### config.mk
export PLATFORM = sky130hd
export DESIGN_NAME = game_ctrl
export DESIGN_NICKNAME = d
export VERILOG_FILES = /design/src/rtl/game_pkg.sv /design/src/rtl/edge_det.sv /design/src/rtl/game_ctrl.sv
export SDC_FILE = /design/constraint.sdc
export NUM_CORES = 1
export LEC_CHECK = 0
export CAP_MARGIN = 20
export CORE_MARGIN = 2
export CORE_UTILIZATION = 55
export DETAILED_ROUTE_END_ITERATION = 8
export GPL_ROUTABILITY_DRIVEN = 0
export PLACE_DENSITY = 0.87
export SETUP_SLACK_MARGIN = 0.05
export SLEW_MARGIN = 20
export SYNTH_ARGS = -nofsm -noshare
export SYNTH_HDL_FRONTEND = slang
export SYNTH_SLANG_ARGS = --single-unit
export TNS_END_PERCENT = 5
### constraint.sdc
create_clock -name clk -period 3.93 [get_ports clk]
set_input_delay 0.393 -clock clk [delete_from_list [all_inputs] [get_ports clk]]
set_output_delay 0.393 -clock clk [all_outputs]
set_load 0.01 [all_outputs]
### src/rtl/game_pkg.sv
// -----------------------------------------------------------------------------
// game_pkg
// Shared types and defaults for the Infinity Tower game-flow logic.
//   screen_t : screen / game-phase selector consumed by the renderer and HUD
//   *_DEF    : default values for the game_ctrl parameters
//   *_W      : HUD counter widths
// -----------------------------------------------------------------------------
package game_pkg;

  typedef enum logic [2:0] {
    SCR_START   = 3'd0,
    SCR_PLAY    = 3'd1,
    SCR_PAUSE   = 3'd2,
    SCR_RESPAWN = 3'd3,
    SCR_OVER    = 3'd4,
    SCR_WIN     = 3'd5
  } screen_t;

  localparam int LIVES_INIT_DEF     = 3;
  localparam int LEVEL_MAX_DEF      = 4;
  localparam int FRAMES_PER_SEC_DEF = 60;
  localparam int RESPAWN_FRAMES_DEF = 90;
  localparam int TIME_MAX_DEF       = 999;

  localparam int SCREEN_W = 3;
  localparam int LEVEL_W  = 3;
  localparam int LIVES_W  = 2;
  localparam int TIME_W   = 10;

endpackage

### src/rtl/edge_det.sv
// -----------------------------------------------------------------------------
// edge_det
// One-register rising-edge detector. The pulse lasts exactly one clk.
//   clk   : clock
//   rst   : synchronous active-high reset
//   in    : level input
//   pulse : high for one clk when 'in' rises
// The armed flag suppresses the pulse in the first clk after reset, so a
// level that was already high during reset is not reported as an edge.
// -----------------------------------------------------------------------------
module edge_det (
  input  logic clk,
  input  logic rst,
  input  logic in,
  output logic pulse
);

  logic prev_q;
  logic armed_q;

  always_ff @(posedge clk) begin
    if (rst) begin
      prev_q  <= 1'b0;
      armed_q <= 1'b0;
    end else begin
      prev_q  <= in;
      armed_q <= 1'b1;
    end
  end

  assign pulse = in & ~prev_q & armed_q;

endmodule

### src/rtl/game_ctrl.sv
// -----------------------------------------------------------------------------
// game_ctrl
// Game-flow controller: START / PLAY / PAUSE / RESPAWN / OVER / WIN.
//   clk, rst     : clock, synchronous active-high reset
//   vsync        : VGA vsync, rising edge = one frame tick
//   key_enter    : enter key level (start game / abandon / restart)
//   key_space    : space key level (pause toggle)
//   hit_hazard   : player touches hazard (level)
//   at_exit      : player at exit door (level, acted on per rising edge)
//   screen       : screen_t selector for the renderer
//   game_run     : movement enable, high only in PLAY
//   player_rst   : one-clk pulse returning the player to spawn
//   level, lives : HUD counters
//   time_sec     : elapsed play seconds, saturating at TIME_MAX
// All outputs are registers; a state change appears one clk after the
// input cycle that caused it.
// -----------------------------------------------------------------------------
module game_ctrl
  import game_pkg::*;
#(
  parameter int LIVES_INIT     = LIVES_INIT_DEF,
  parameter int LEVEL_MAX      = LEVEL_MAX_DEF,
  parameter int FRAMES_PER_SEC = FRAMES_PER_SEC_DEF,
  parameter int RESPAWN_FRAMES = RESPAWN_FRAMES_DEF,
  parameter int TIME_MAX       = TIME_MAX_DEF
) (
  input  logic                clk,
  input  logic                rst,
  input  logic                vsync,
  input  logic                key_enter,
  input  logic                key_space,
  input  logic                hit_hazard,
  input  logic                at_exit,
  output logic [SCREEN_W-1:0] screen,
  output logic                game_run,
  output logic                player_rst,
  output logic [LEVEL_W-1:0]  level,
  output logic [LIVES_W-1:0]  lives,
  output logic [TIME_W-1:0]   time_sec
);

  localparam int FRAME_W = (FRAMES_PER_SEC > 1) ? $clog2(FRAMES_PER_SEC) : 1;
  localparam int RESP_W  = (RESPAWN_FRAMES > 1) ? $clog2(RESPAWN_FRAMES) : 1;

  localparam logic [FRAME_W-1:0] FRAME_LAST = FRAME_W'(FRAMES_PER_SEC - 1);
  localparam logic [RESP_W-1:0]  RESP_LAST  = RESP_W'(RESPAWN_FRAMES - 1);
  localparam logic [LEVEL_W-1:0] LEVEL_LAST = LEVEL_W'(LEVEL_MAX);
  localparam logic [LIVES_W-1:0] LIVES_LOAD = LIVES_W'(LIVES_INIT);
  localparam logic [TIME_W-1:0]  TIME_SAT   = TIME_W'(TIME_MAX);

  // ---------------------------------------------------------------------------
  // Edge detection
  // ---------------------------------------------------------------------------
  logic enter_p;
  logic space_p;
  logic frame_tick;
  logic exit_edge;

  edge_det u_edge_enter (.clk(clk), .rst(rst), .in(key_enter), .pulse(enter_p));
  edge_det u_edge_space (.clk(clk), .rst(rst), .in(key_space), .pulse(space_p));
  edge_det u_edge_vsync (.clk(clk), .rst(rst), .in(vsync),     .pulse(frame_tick));
  edge_det u_edge_exit  (.clk(clk), .rst(rst), .in(at_exit),   .pulse(exit_edge));

  // ---------------------------------------------------------------------------
  // State and counters
  // ---------------------------------------------------------------------------
  screen_t              state_q,      state_d;
  logic [LEVEL_W-1:0]   level_q,      level_d;
  logic [LIVES_W-1:0]   lives_q,      lives_d;
  logic [TIME_W-1:0]    time_q,       time_d;
  logic [FRAME_W-1:0]   frame_q,      frame_d;
  logic [RESP_W-1:0]    resp_q,       resp_d;
  logic                 game_run_q,   game_run_d;
  logic                 player_rst_q, player_rst_d;

  // Exit only counts while actually playing; a door touched in another phase
  // and still held on return to PLAY does not advance the level.
  logic exit_play;
  assign exit_play = exit_edge & (state_q == SCR_PLAY);

  // Time base value after one frame tick; shared by PLAY and RESPAWN.
  logic [FRAME_W-1:0] frame_adv;
  logic [TIME_W-1:0]  time_adv;

  always_comb begin
    frame_adv = frame_q + FRAME_W'(1);
    time_adv  = time_q;
    if (frame_q >= FRAME_LAST) begin
      frame_adv = '0;
      if (time_q < TIME_SAT) begin
        time_adv = time_q + TIME_W'(1);
      end
    end
  end

  always_comb begin
    state_d      = state_q;
    level_d      = level_q;
    lives_d      = lives_q;
    time_d       = time_q;
    frame_d      = frame_q;
    resp_d       = resp_q;
    player_rst_d = 1'b0;

    case (state_q)
      SCR_START: begin
        if (enter_p) begin
          state_d      = SCR_PLAY;
          level_d      = '0;
          lives_d      = LIVES_LOAD;
          time_d       = '0;
          frame_d      = '0;
          player_rst_d = 1'b1;
        end
      end

      SCR_PLAY: begin
        // A tick in the same clk as a transition still belongs to PLAY.
        if (frame_tick) begin
          frame_d = frame_adv;
          time_d  = time_adv;
        end
        if (hit_hazard) begin
          if (lives_q <= LIVES_W'(1)) begin
            lives_d = '0;
            state_d = SCR_OVER;
          end else begin
            lives_d      = lives_q - LIVES_W'(1);
            state_d      = SCR_RESPAWN;
            resp_d       = '0;
            player_rst_d = 1'b1;
          end
        end else if (exit_play) begin
          if (level_q >= LEVEL_LAST) begin
            state_d = SCR_WIN;
          end else begin
            level_d      = level_q + LEVEL_W'(1);
            player_rst_d = 1'b1;
          end
        end else if (space_p) begin
          state_d = SCR_PAUSE;
        end
      end

      SCR_PAUSE: begin
        if (space_p) begin
          state_d = SCR_PLAY;
        end else if (enter_p) begin
          state_d = SCR_START;
        end
      end

      SCR_RESPAWN: begin
        if (frame_tick) begin
          frame_d = frame_adv;
          time_d  = time_adv;
          if (resp_q >= RESP_LAST) begin
            state_d = SCR_PLAY;
          end else begin
            resp_d = resp_q + RESP_W'(1);
          end
        end
      end

      SCR_OVER, SCR_WIN: begin
        if (enter_p) begin
          state_d = SCR_START;
        end
      end

      default: begin
        state_d = SCR_START;
      end
    endcase

    game_run_d = (state_d == SCR_PLAY);
  end

  always_ff @(posedge clk) begin
    if (rst) begin
      state_q      <= SCR_START;
      level_q      <= '0;
      lives_q      <= LIVES_LOAD;
      time_q       <= '0;
      frame_q      <= '0;
      resp_q       <= '0;
      game_run_q   <= 1'b0;
      player_rst_q <= 1'b0;
    end else begin
      state_q      <= state_d;
      level_q      <= level_d;
      lives_q      <= lives_d;
      time_q       <= time_d;
      frame_q      <= frame_d;
      resp_q       <= resp_d;
      game_run_q   <= game_run_d;
      player_rst_q <= player_rst_d;
    end
  end

  assign screen     = state_q;
  assign game_run   = game_run_q;
  assign player_rst = player_rst_q;
  assign level      = level_q;
  assign lives      = lives_q;
  assign time_sec   = time_q;

endmodule

==> results of run 1 <==
## worst max-delay path by stage
| stage | cells after the start | slack, ps | end |
|---|---|---|---|
| after floorplan | 5 | 2160 | time_sec[8] |
| after global placement | 6 | 1630 | time_sec[8] |
| after detailed placement | 6 | 1600 | time_sec[0] |
| after CTS | 5 | 1870 | time_sec[0] |
| after global routing | 5 | 1740 | time_sec[0] |
| final | 5 | 1900 | time_sec[0] |
## kinds of logic (layout without fill, tap and decap cells)
family,count (synthesis),count (layout),share of synthesized area [%]
muxes,3,3,1.70
buffers and inverters,10,40,2.52
DFF,38,38,41.4
adders and majority gates,6,6,4.08
and+or+nand+nor,104,104,31.8
xor gates and xnor gates,14,14,6.67
AOI/OAI and AO/OA,32,32,11.9
## flip-flops by register name, summed over array words and instances, names as in the netlist
| name | count |
|---|---|
| u_edge_space.prev_q | 1 |
| u_edge_exit.prev_q | 1 |
| player_rst | 1 |
| game_run | 1 |
| u_edge_vsync.prev_q | 1 |
| screen | 3 |
| level | 3 |
| time_sec | 10 |
| u_edge_enter.armed_q | 1 |
| u_edge_enter.prev_q | 1 |
| resp_q | 7 |
| frame_q | 6 |
| lives | 2 |
## cell usage after synthesis, drive strengths merged, types with 5 or more instances
| master | number | area [sq um] |
|---|---|---|
| dfxtp | 38 | 761 |
| nor2 | 20 | 75.1 |
| nand3b | 7 | 52.6 |
| xnor2 | 9 | 78.8 |
| ha | 6 | 75.1 |
| xor2 | 5 | 43.8 |
| inv | 6 | 22.5 |
| a21oi | 9 | 45.0 |
| o21ai | 7 | 35.0 |
| nor2b | 9 | 56.3 |
| nor3 | 10 | 50.1 |
| nand2 | 17 | 63.8 |
| nand4 | 6 | 43.8 |
| nand3 | 9 | 50.1 |
## worst min-delay path, delay by kind of cell, from the launching register on
family / cells / cell delay, ps
flops: 1 / 350
compound gates: 2 / 110
## stage by stage
| stage | util (%) | total power, W | instance area (sq um) |
|---|---|---|---|
| 3_3_place_gp | 68.1 | 0.000481 | 2130 |
| 3_5_place_dp | 68.1 | 0.000482 | 2130 |
| 5_1_grt | 70.0 | 0.000718 | 2190 |
| 6_report | 70.0 | 0.000686 | 2190 |
| 2_1_floorplan | - | 0.000458 | 1840 |
| 4_1_cts | 70.0 | 0.000691 | 2190 |
## power groups by stage
stage,registers [W],logic [W],clock network [W]
6_report,0.000402,0.0000717,0.000213
5_1_grt,0.000403,0.0000791,0.000236
4_1_cts,0.000402,0.0000720,0.000217
3_5_place_dp,0.000410,0.0000716,0
3_3_place_gp,0.000410,0.0000711,0
2_1_floorplan,0.000411,0.0000474,0
## layout make-up
class | instances | area [sq um]
Multi-Input combinational cell | 159 | 1030
Fill cell | 252 | 937
Sequential cell | 38 | 761
Timing Repair Buffer | 26 | 260
Clock buffer | 7 | 55.1
Tap cell | 44 | 55.1
Inverter | 6 | 22.5
Clock inverter | 1 | 5.00
## cells in the final DEF (no fill, tap or decap), types with 4 or more instances in the layout
cell type and instances:
nor2b_1 9, nor3_1 10, a31oi_1 4, xor2_1 5, nand4_1 5, nand3_1 8, inv_1 6, clkdlybuf4s50_1 26
a21oi_1 9, and2_1 4, nand3b_1 7, dfxtp_1 38, ha_1 6, clkbuf_4 5, xnor2_1 9, o21ai_0 4
nor2_1 20, nand2_1 17
## metal layers
layer	vias up	part of all wire (%)	track usage (%)
met1	717	50	29.4
met2	33	45	33.8
li1	805	-	-
met4	0	0.62	7.29
met5	-	0	0
met3	2	4.4	8.07
==> results.yml, run 1 <==
run_status:
  status: "finished, final reports clean"
clock_network:
  cts_buffer_depth: 2
  clkTransAtPathRegs_ps: 120
  htreeDepth: 2
  cts-root-buf: "clkbuf_4"
  cts_setup_buffers: 0
  ctsResizeCount: 0
  cts_buffers: 5
  tritoncts: "done"
  hold_buffers: 0
  clock_sinks: 38
  clock_latency_ps: 350
placed_design:
  dp_hpwl_um: 2610
  pre_cts_slack_ps: 1600
  dp.cells: 273
  port_buffers: 26
critical_path:
  r2r_setup_slack_ps: 1900
  cp_slowest_stage_delay_ps: 450
  arrival_ps: 2310
  critical-path-top-delay-family: "simple AND/OR/NAND/NOR gates"
  worstPathMaxFanout: 12
  worst-path-buf-inv: 0
  crit_type: "reg -> reg"
  rr_endpoint: "time_sec[0]"
  startpoint_type: "register"
  worstPathRequired_ps: 4210
  r2r_start: "screen[2]"
  worst_setup_path_startpoint: "screen[2]"
  reg2reg_depth: 5
  critPathCaptureType: "register"
  path_cells: "or3_4 > o22ai_4 > nand3_1 > or3_1 > a21oi_1"
  crit_path_top_delay_cell: "or3_4"
sta:
  tightest_slew_ps: 848
  hold_viol_final: 0
  maxSlewViolCount: 0
  tns_ps: 0
  hold-worst-slack_ps: 497
  post-route-worst-setup-slack_ps: 1900
  rsz0062_at_grt: "false"
  max_freq_mhz: 492
  period_share_pct: 51.8
  max-slew-margin-rel_pct: 43.0
  skew_ps: 14.5
  period_needed_ps: 2030
  setup_viol: 0
floorplan:
  initial_utilization_pct: 58.8
  die_w_um: 61.8
  die-area_sq_um: 3820
  ios: 27
  rows: 20
  core_area_sq_um: 3130
  fp.dieH_um: 61.8
layout:
  nets: 249
  area_growth_pct: 19.1
  drive_above_1_share_pct: 5.91
  n_antenna_cell: 0
  stdcell_count: 281
power:
  p_seq_share_pct: 58.5
  switching_share_pct: 25.2
  vdd_drop_max_mv: 0.243
  power_switching_w: 0.000173
  power_density_nw_per_um2: 313
  power.internal_w: 0.000513
  clockPowerShare_pct: 31.0
  p_leak_nw: 0.751
  comb_power_share_pct: 10.4
detailed_routing:
  drcViolationCount: 0
  wl_per_cell_um: 12.7
  drt-initial-drc-count: 68
  via_per_inst: 5.54
  drt.antenna.violating_nets: 0
  routed-via-count: 1557
  wl_um: 3570
  drt_first_pass_iters: 4
synthesis:
  synth.distinct_cells: 47
  synth-edff-count: 0
  syn_area_sq_um: 1840
  synthFlopType: "dfxtp_1"
  synth_nets: 220
  yosysWarnings: 0
  netlist_instances: 207
  synth_area_per_cell_sq_um: 8.89
  ys_seq_elements: 38
  async_flop_share_pct: 0
  ys_seq_area_share_pct: 41.4
worst_hold_path:
  holdPathStages: 2
  hold_path_class: "reg -> reg"
  min_from: "time_sec[8]"
  min_to: "time_sec[8]"
global_routing:
  track_usage_pct: 22.2
  grt_max_degree: 18
  grt_pass1_vias: 1371
  grt-ovfl-total: 0
  grt_pass1_wl_um: 6160
  antenna_found_initial: 0
flow_run:
  maxCapViolCount: 0
No activity file was read; power rests on OpenSTA's default activity.
==> run 2: changes to the inputs <==
Settings changed: CORE_UTILIZATION 55 to 53, PLACE_DENSITY 0.87 to 0.84.
Clock period 3.93 ns to 1.9 ns, I/O delays scaled along.
==> results.yml, run 2 (synthesis gave the netlist of run 1 again) <==
run_status:
  status: "finished, final reports clean"
floorplan:
  core_area_sq_um: 3340
  fp.dieH_um: 62.9
  die_w_um: 62.9
  initial_utilization_pct: 55.1
  rows: 21
  die-area_sq_um: 3960
  ios: 27
placed_design:
  dp_hpwl_um: 2860
  pre_cts_slack_ps: -27.1
  dp.cells: 285
  dpl_cell_area_sq_um: 2220
  port_buffers: 26
clock_network:
  cts_setup_buffers: 0
  htreeDepth: 2
  tritoncts: "done"
  cts_buffers: 5
  cts_buffer_depth: 2
  cts-root-buf: "clkbuf_4"
  clock_latency_ps: 340
  hold_buffers: 0
  clock_sinks: 38
  clkTransAtPathRegs_ps: 100
global_routing:
  antenna_found_initial: 0
  groute.layer.met2.usage_pct: 36.6
  gr-usage-met3_pct: 6.13
  top_usage_layer: "met2"
  grt-ovfl-total: 0
  grt_util_met1_pct: 24.5
  grt_max_degree: 11
  grt_pass1_vias: 1553
  track_usage_pct: 21.4
  grt_pass1_wl_um: 6710
critical_path:
  arrival_ps: 2100
  startpoint_type: "register"
  crit_path_top_delay_cell: "or4b_1"
  crit_type: "reg -> reg"
  critPathCaptureType: "register"
  reg2reg_depth: 5
  path_cells: "or3_4 > o22ai_4 > nand3_2 > or4b_1 > a21oi_1"
  worstPathMaxFanout: 5
  cp_slowest_stage_delay_ps: 510
  worstPathRequired_ps: 2180
detailed_routing:
  via_per_inst: 5.49
  wl_um: 3890
  drt-initial-drc-count: 67
  wl_per_cell_um: 13.3
  drt.antenna.violating_nets: 0
  drcViolationCount: 0
  routed-via-count: 1604
  drt_first_pass_iters: 4
sta:
  period_share_pct: 95.7
  max_freq_mhz: 550
  hold_viol_final: 0
  setup_viol: 0
  rsz0062_at_grt: "true"
  period_needed_ps: 1820
  maxSlewViolCount: 0
  post-route-worst-setup-slack_ps: 81.3
  skew_ps: 5.26
  tightest_slew_ps: 364
  tns_ps: 0
  max-slew-margin-rel_pct: 75.6
layout:
  layout_commonest_cell: "dfxtp_1"
  area_growth_pct: 24.4
  fin_area_sq_um: 2290
  nets: 259
  drive_above_1_share_pct: 10.6
  n_antenna_cell: 0
  final_cell_mix: "dfxtp_1 (37), clkdlybuf4s50_1 (26), nor2_1 (20)"
  stdcell_count: 292
  fin_util_pct: 68.5
  largest_reg_flops: 10
worst_hold_path:
  holdPathStages: 2
  hold_path_class: "in -> reg"
power:
  power_density_nw_per_um2: 610
  p_leak_nw: 0.801
  vdd_drop_max_mv: 0.453
flow_run:
  maxCapViolCount: 0
-- run 2: cell types whose count changed in the layout (fill, tap and decap cells not counted), sizes merged --
| cell | change |
|---|---|
| clkinv | -1 |
| buf | +10 |
-- run 2: final timing paths --
| path | from | end | slack (ps) |
|---|---|---|---|
| setup reg to reg | screen[2] | time_sec[8] | 80 |
| hold / removal | vsync | u_edge_vsync.prev_q | 420 |
| hold reg to reg | time_sec[8] | time_sec[8] | 510 |
| setup / recovery | screen[2] | time_sec[8] | 80 |
-- run 2: area by class of cell --
| cell class | instances | area, sq um |
|---|---|---|
| repair buffers | 36 | 352 |
| fillers | 276 | 1050 |
| well taps | 46 | 57.6 |
| multi-input cells | 159 | 1050 |
| inverters | 6 | 22.5 |
| flip-flops and latches | 38 | 762 |
| clock buffers | 7 | 45.0 |
-- run 2: critical path: cells and delay by family, from the launching register on --
kind,cells,cell delay (ps)
flip-flops,1,360
AO/OA/AOI/OAI,2,360
AND/OR/NAND/NOR,3,1030
-- run 2: repair_timing --
action | CTS | global route
setup endpoints to repair | 1 | 10
resized for setup | 1 | 4
pin swaps | 0 | 0
-- run 2: stage by stage --
step,hold WS (ps),power (W)
2_1_floorplan,262,0.000948
3_3_place_gp,479,0.00102
3_5_place_dp,499,0.00102
4_1_cts,412,0.00141
5_1_grt,423,0.00146
6_report,422,0.00140
-- run 2: where the power goes --
group | switching [W] | internal (W) | total, W
logic | 0.0000922 | 0.0000886 | 0.000181
clock network | 0.000249 | 0.000140 | 0.000389
registers | 0.0000127 | 0.000814 | 0.000826
-- run 2: routing by layer --
metal	up-vias	routed length [um]
li1	818	-
met1	733	1680
met2	47	1940
met3	6	217
met4	0	51
met5	-	0
